==> src/rtl/alu_if.sv <==
// alu_if: operand/opcode inputs and registered result/flag outputs of the ALU
interface alu_if;
  logic [4:0]  opcode;
  logic [31:0] operando_a;
  logic [31:0] operando_b;
  logic [31:0] resultado;
  logic        C;
  logic        S;
  logic        O;
  logic        Z;
  modport master (output opcode, operando_a, operando_b, input resultado, C, S, O, Z);
  modport slave  (input opcode, operando_a, operando_b, output resultado, C, S, O, Z);
endinterface

==> src/rtl/alu.sv <==
// alu: single-cycle registered 32-bit ALU with carry/sign/overflow/zero flags
module alu (
  input logic   clk,
  input logic   rst_n,
  alu_if.slave  bus
);
  localparam logic [4:0] OP_ADD = 5'd1;
  localparam logic [4:0] OP_SUB = 5'd2;
  localparam logic [4:0] OP_AND = 5'd3;
  localparam logic [4:0] OP_OR  = 5'd4;
  localparam logic [4:0] OP_XOR = 5'd5;
  localparam logic [4:0] OP_NOT = 5'd6;
  localparam logic [4:0] OP_SHL = 5'd7;
  localparam logic [4:0] OP_SHR = 5'd8;
  localparam logic [4:0] OP_SAR = 5'd9;
  localparam logic [4:0] OP_INC = 5'd10;
  localparam logic [4:0] OP_DEC = 5'd11;
  localparam logic [4:0] OP_CMP = 5'd12;
  localparam logic [4:0] OP_MOV = 5'd13;
  localparam logic [4:0] OP_NEG = 5'd14;
  logic [31:0] w_x, w_y, w_res;
  logic [32:0] w_sum, w_dif, w_shl, w_shr, w_sar;
  logic [4:0]  w_n;
  logic        w_c, w_o, w_wr_res, w_wr_flg;
  logic [31:0] r_res;
  logic        r_c, r_s, r_o, r_z;
  // Steer operands into the shared adder/subtractor; unary ops never select operando_b
  always_comb begin
    w_n   = bus.operando_b[4:0];
    w_x   = bus.opcode == OP_NEG ? 32'd0 : bus.operando_a;
    w_y   = (bus.opcode == OP_INC || bus.opcode == OP_DEC) ? 32'd1 :
            bus.opcode == OP_NEG ? bus.operando_a : bus.operando_b;
    w_sum = {1'b0, w_x} + {1'b0, w_y};
    w_dif = {1'b0, w_x} - {1'b0, w_y};
    w_shl = {1'b0, bus.operando_a} << w_n;
    w_shr = {bus.operando_a, 1'b0} >> w_n;
    w_sar = $signed({bus.operando_a, 1'b0}) >>> w_n;
  end
  // Select result and flags; the extra shifter bit catches the last bit shifted out
  always_comb begin
    w_res    = '0;
    w_c      = 1'b0;
    w_o      = 1'b0;
    w_wr_res = 1'b1;
    w_wr_flg = 1'b1;
    case (bus.opcode)
      OP_ADD, OP_INC: begin
        w_res = w_sum[31:0];
        w_c   = w_sum[32];
        w_o   = (w_x[31] == w_y[31]) && (w_sum[31] != w_x[31]);
      end
      OP_SUB, OP_DEC, OP_CMP, OP_NEG: begin
        w_res    = w_dif[31:0];
        w_c      = w_dif[32];
        w_o      = (w_x[31] != w_y[31]) && (w_dif[31] != w_x[31]);
        w_wr_res = bus.opcode != OP_CMP;
      end
      OP_AND: w_res = bus.operando_a & bus.operando_b;
      OP_OR:  w_res = bus.operando_a | bus.operando_b;
      OP_XOR: w_res = bus.operando_a ^ bus.operando_b;
      OP_NOT: w_res = ~bus.operando_a;
      OP_MOV: w_res = bus.operando_a;
      OP_SHL: begin
        w_res = w_shl[31:0];
        w_c   = w_shl[32];
      end
      OP_SHR: begin
        w_res = w_shr[32:1];
        w_c   = w_shr[0];
      end
      OP_SAR: begin
        w_res = w_sar[32:1];
        w_c   = w_sar[0];
      end
      default: begin
        w_wr_res = 1'b0;
        w_wr_flg = 1'b0;
      end
    endcase
  end
  // Register result and flags; NOP/undefined hold, CMP updates flags only
  always_ff @(posedge clk) begin
    if (!rst_n) begin
      r_res <= '0;
      r_c   <= 1'b0;
      r_s   <= 1'b0;
      r_o   <= 1'b0;
      r_z   <= 1'b0;
    end else begin
      if (w_wr_res) r_res <= w_res;
      if (w_wr_flg) begin
        r_c <= w_c;
        r_s <= w_res[31];
        r_o <= w_o;
        r_z <= w_res == 32'd0;
      end
    end
  end
  assign bus.resultado = r_res;
  assign bus.C         = r_c;
  assign bus.S         = r_s;
  assign bus.O         = r_o;
  assign bus.Z         = r_z;
endmodule

==> src/flat_wrapper.sv <==
// flat-port wrapper written by rule: the top's interface ports become plain ports
module alu_flat 
  (clk, rst_n, bus_opcode, bus_operando_a, bus_operando_b, bus_resultado, bus_C, bus_S, bus_O, bus_Z);
  alu_if bus_i ();
  input logic clk;
  input logic rst_n;
  input wire logic [$bits(bus_i.opcode)-1:0] bus_opcode;
  input wire logic [$bits(bus_i.operando_a)-1:0] bus_operando_a;
  input wire logic [$bits(bus_i.operando_b)-1:0] bus_operando_b;
  output wire logic [$bits(bus_i.resultado)-1:0] bus_resultado;
  output wire logic [$bits(bus_i.C)-1:0] bus_C;
  output wire logic [$bits(bus_i.S)-1:0] bus_S;
  output wire logic [$bits(bus_i.O)-1:0] bus_O;
  output wire logic [$bits(bus_i.Z)-1:0] bus_Z;
  assign bus_i.opcode = bus_opcode;
  assign bus_i.operando_a = bus_operando_a;
  assign bus_i.operando_b = bus_operando_b;
  assign bus_resultado = bus_i.resultado;
  assign bus_C = bus_i.C;
  assign bus_S = bus_i.S;
  assign bus_O = bus_i.O;
  assign bus_Z = bus_i.Z;
  alu u_core (.clk(clk), .rst_n(rst_n), .bus(bus_i));
endmodule
==> config.mk <==
export PLATFORM = sky130hd
export DESIGN_NAME = alu_flat
export DESIGN_NICKNAME = d
export VERILOG_FILES = /design/src/rtl/alu_if.sv /design/src/rtl/alu.sv /design/src/flat_wrapper.sv
export SDC_FILE = /design/constraint.sdc
export NUM_CORES = 1
export LEC_CHECK = 0
export CAP_MARGIN = 20
export CORE_MARGIN = 5
export CORE_UTILIZATION = 55
export CTS_CLUSTER_DIAMETER = 30
export DETAILED_ROUTE_END_ITERATION = 12
export GPL_TIMING_DRIVEN = 0
export MAX_ROUTING_LAYER = met4
export PLACE_DENSITY = 0.79
export RECOVER_POWER = 100
export SYNTH_ARGS = -nofsm -noshare
export SYNTH_HDL_FRONTEND = slang
export SYNTH_SLANG_ARGS = --single-unit
==> constraint.sdc <==
create_clock -name clk -period 5.8 [get_ports clk]
set_input_delay 0.58 -clock clk [delete_from_list [all_inputs] [get_ports clk]]
set_output_delay 0.58 -clock clk [all_outputs]
set_load 0.03 [all_outputs]
==> flow_summary.toml <==
[status]
status = "finished, violations left"
violations = "negative setup slack"

[yosys]
netlist_instances = 1827
synth-async-reset-ratio = 0
synth-edff-count = 0
ys_warn_count = 0
synth-main-ff-cell = "dfxtp_1"
syn-num-nets = 2031
ys_seq_area_frac = 0.0563
syn_area_um2 = 12800
syn_avg_cell_area_um2 = 7.01
ys_seq_elements = 36
synth.distinct_cells = 97

[placed_design]
dp_cells = 2246
gp_congestion = 1.23
numPortBuffers = 105
dp_hpwl_um = 55600

[power]
switchingPower_w = 0.00114
leakagePower_nw = 6.38
power_density_nw_per_um2 = 144
p_int_w = 0.00101
swShare = 0.530
peakVddDrop_mv = 0.126
p_seq_frac = 0.131
pwr-share-clk = 0.143
p_comb_frac = 0.726

[clock_tree]
cts_tree = "yes"
cts_root_buffer = "clkbuf_16"
clkTransAtPathRegs_ps = 60
insertion_delay_ps = 280
clkSinkCount = 36
clock_tree.htree_level_count = 2
cts_made_buffers = 5
cts_buffer_depth = 2

[drt]
vias_per_cell = 7.54
wirelength_um = 69700
drtPass1Iterations = 9
vias = 16997
drc = 0
drt_iter0_drc = 3146
routedWlPerCell_um = 30.9
ant_nets = 0

[critical_path]
worstPathRequired_ps = 6000
rrSetupSlack_ps = 4820
arrival_ps = 6140
worstSetupEndpointType = "flip-flop"
worstSetupPathType = "in -> reg"
start_kind = "primary input"
crit_fanout = 10

[floorplanning]
core_area_um2 = 22800
die-area_um2 = 26400
start_util = 0.562
die_h_um = 163
pin_count = 107
die_x_um = 163
rows = 55

[sta]
period_needed_ps = 5930
final_max_slew_viol_count = 0
maxSlewHeadroom = 0.0549
hold_violations = 0
finClkSkew_ps = 0
finalSetupViolCount = 1
tightest_slew_ps = 1410
fmax_ghz = 0.169
post-route-period-util = 1.02
layout_setup_ws_ps = -134
fin_hold_ws_ps = 473

[cells_and_area]
finish.utilization = 0.655
drive_gt1_frac = 0.129
final_nets = 2142
area_growth_syn_to_layout_pct = 16.6
stdcell_count = 2254

[grt]
grt_pass1_vias = 15781
grt_pass1_wl_um = 101000
globalRouteOverflowTotal = 0
grtUsageTotal = 0.519
grt_max_degree = 20
antenna_found_initial = 2

[hold_path]
hold_path.class = "reg -> reg"

[flow_run]
cap_violations = 0
## synthesized netlist by cell type, types with 17 or more instances
master,number,area (µm²)
or3_1,18,113
o22ai_1,21,131
or2_2,43,269
a221oi_1,34,298
clkbuf_1,122,458
mux2_2,24,270
nand2b_1,29,181
a21o_1,21,158
o21ai_0,95,475
a21oi_1,115,576
o21ai_1,17,85.1
nand2_1,136,510
nor4_1,19,119
nor2b_1,18,113
mux2i_1,92,921
nor2_1,208,781
o211ai_1,28,210
buf_2,22,110
inv_1,117,439
a211oi_1,35,263
buf_1,18,67.6
dfxtp_1,36,721
nand3_1,44,220
mux4_2,43,968
nor3_1,47,235
nand4_1,21,131
ha_1,131,1640
## per-layer routing
layer / GRT usage / share of wire / up-vias / wire length, µm
li1: - / - / 7008 / -
met1: 0.610 / 0.34 / 7704 / 23700
met2: 0.715 / 0.39 / 1738 / 27200
met3: 0.189 / 0.16 / 547 / 10900
met4: 0.396 / 0.11 / 0 / 7790
met5: - / 0 / - / 0
## cell usage in the layout, fill, tap and decap left out, types with 43 or more instances in the layout
master,n
nor3_1,43
nand2_1,134
ha_1,129
mux4_2,43
nand3_1,44
inv_1,116
o21ai_0,96
clkbuf_1,102
nor2_1,206
clkdlybuf4s50_1,62
a21oi_1,110
mux2i_1,92
or2_2,43
## worst paths after layout
check | start | end | cells after the start
setup / recovery | bus_operando_b[3] | u_core.bus.Z | 19
hold / removal | u_core.bus.S | u_core.bus.S | 2
setup reg to reg | u_core.bus.C | u_core.bus.C | 4
hold reg to reg | u_core.bus.S | u_core.bus.S | 2
## worst max-delay path: stages
cell,delay [ps]
dlymetal6s2s_1,380
clkinvlp_4,240
clkbuf_1,360
buf_2,330
nor2_1,120
a21oi_1,60
or2_2,340
ha_1,400
nor2b_1,210
a21oi_1,170
xor2_1,360
o2111ai_1,160
nor4_1,780
nand4_1,300
nor4_4,420
nand4_1,150
nor4_1,280
nand4_1,220
o31ai_2,240
## state kept, by name (all words and copies together), names as in the netlist
register,count
u_core.bus.C,1
u_core.bus.O,1
u_core.bus.S,1
u_core.bus.Z,1
u_core.bus.resultado,32
## power by group through the flow
stage / sequential (W) / clock, W / combinational, W
6_report: 0.000280 / 0.000307 / 0.00155
5_1_grt: 0.000282 / 0.000318 / 0.00160
4_1_cts: 0.000281 / 0.000305 / 0.00144
3_5_place_dp: 0.000286 / 0 / 0.00139
3_3_place_gp: 0.000285 / 0 / 0.00137
2_1_floorplan: 0.000328 / 0 / 0.000844
## final cells by class
class	instances	area, µm²
plain buffers	154	733
well taps	313	392
fillers	2035	7860
clock inverters	2	35.0
multi-input cells	1499	11300
diodes	2	5.00
clock buffers	6	129
inverters	123	465
flip-flops and latches	36	721
repair buffers	119	1150
## cells by family after synthesis
family	after synthesis	share of synthesized area
and+or+nand+nor	640	0.246
DFF	36	0.0563
buffers and inverters	292	0.0910
adders and majority gates	133	0.131
AOI/OAI and AO/OA	547	0.293
muxes	164	0.173
xor gates and xnor gates	15	0.0103
## per-stage QoR
| stage | setup slack [ps] | area (µm²) | TNS, ps | total power (W) |
|---|---|---|---|---|
| floorplan | 97.9 | 12800 | 0 | 0.00117 |
| global placement | -2490 | 14200 | -43340 | 0.00165 |
| detailed placement | -2520 | 14200 | -43000 | 0.00167 |
| CTS | 7.45 | 14800 | 0 | 0.00203 |
| global route | -20.3 | 14900 | -20.3 | 0.00220 |
| finish | -134 | 14900 | -134 | 0.00214 |
## timing repair
action	4_1_cts	5_1_grt
setup buffers	7	5
pin swaps	13	17
hold buffers	0	0
setup endpoints to repair	32	5
gates resized for setup	89	48
No activity file was read; power rests on OpenSTA's default activity.
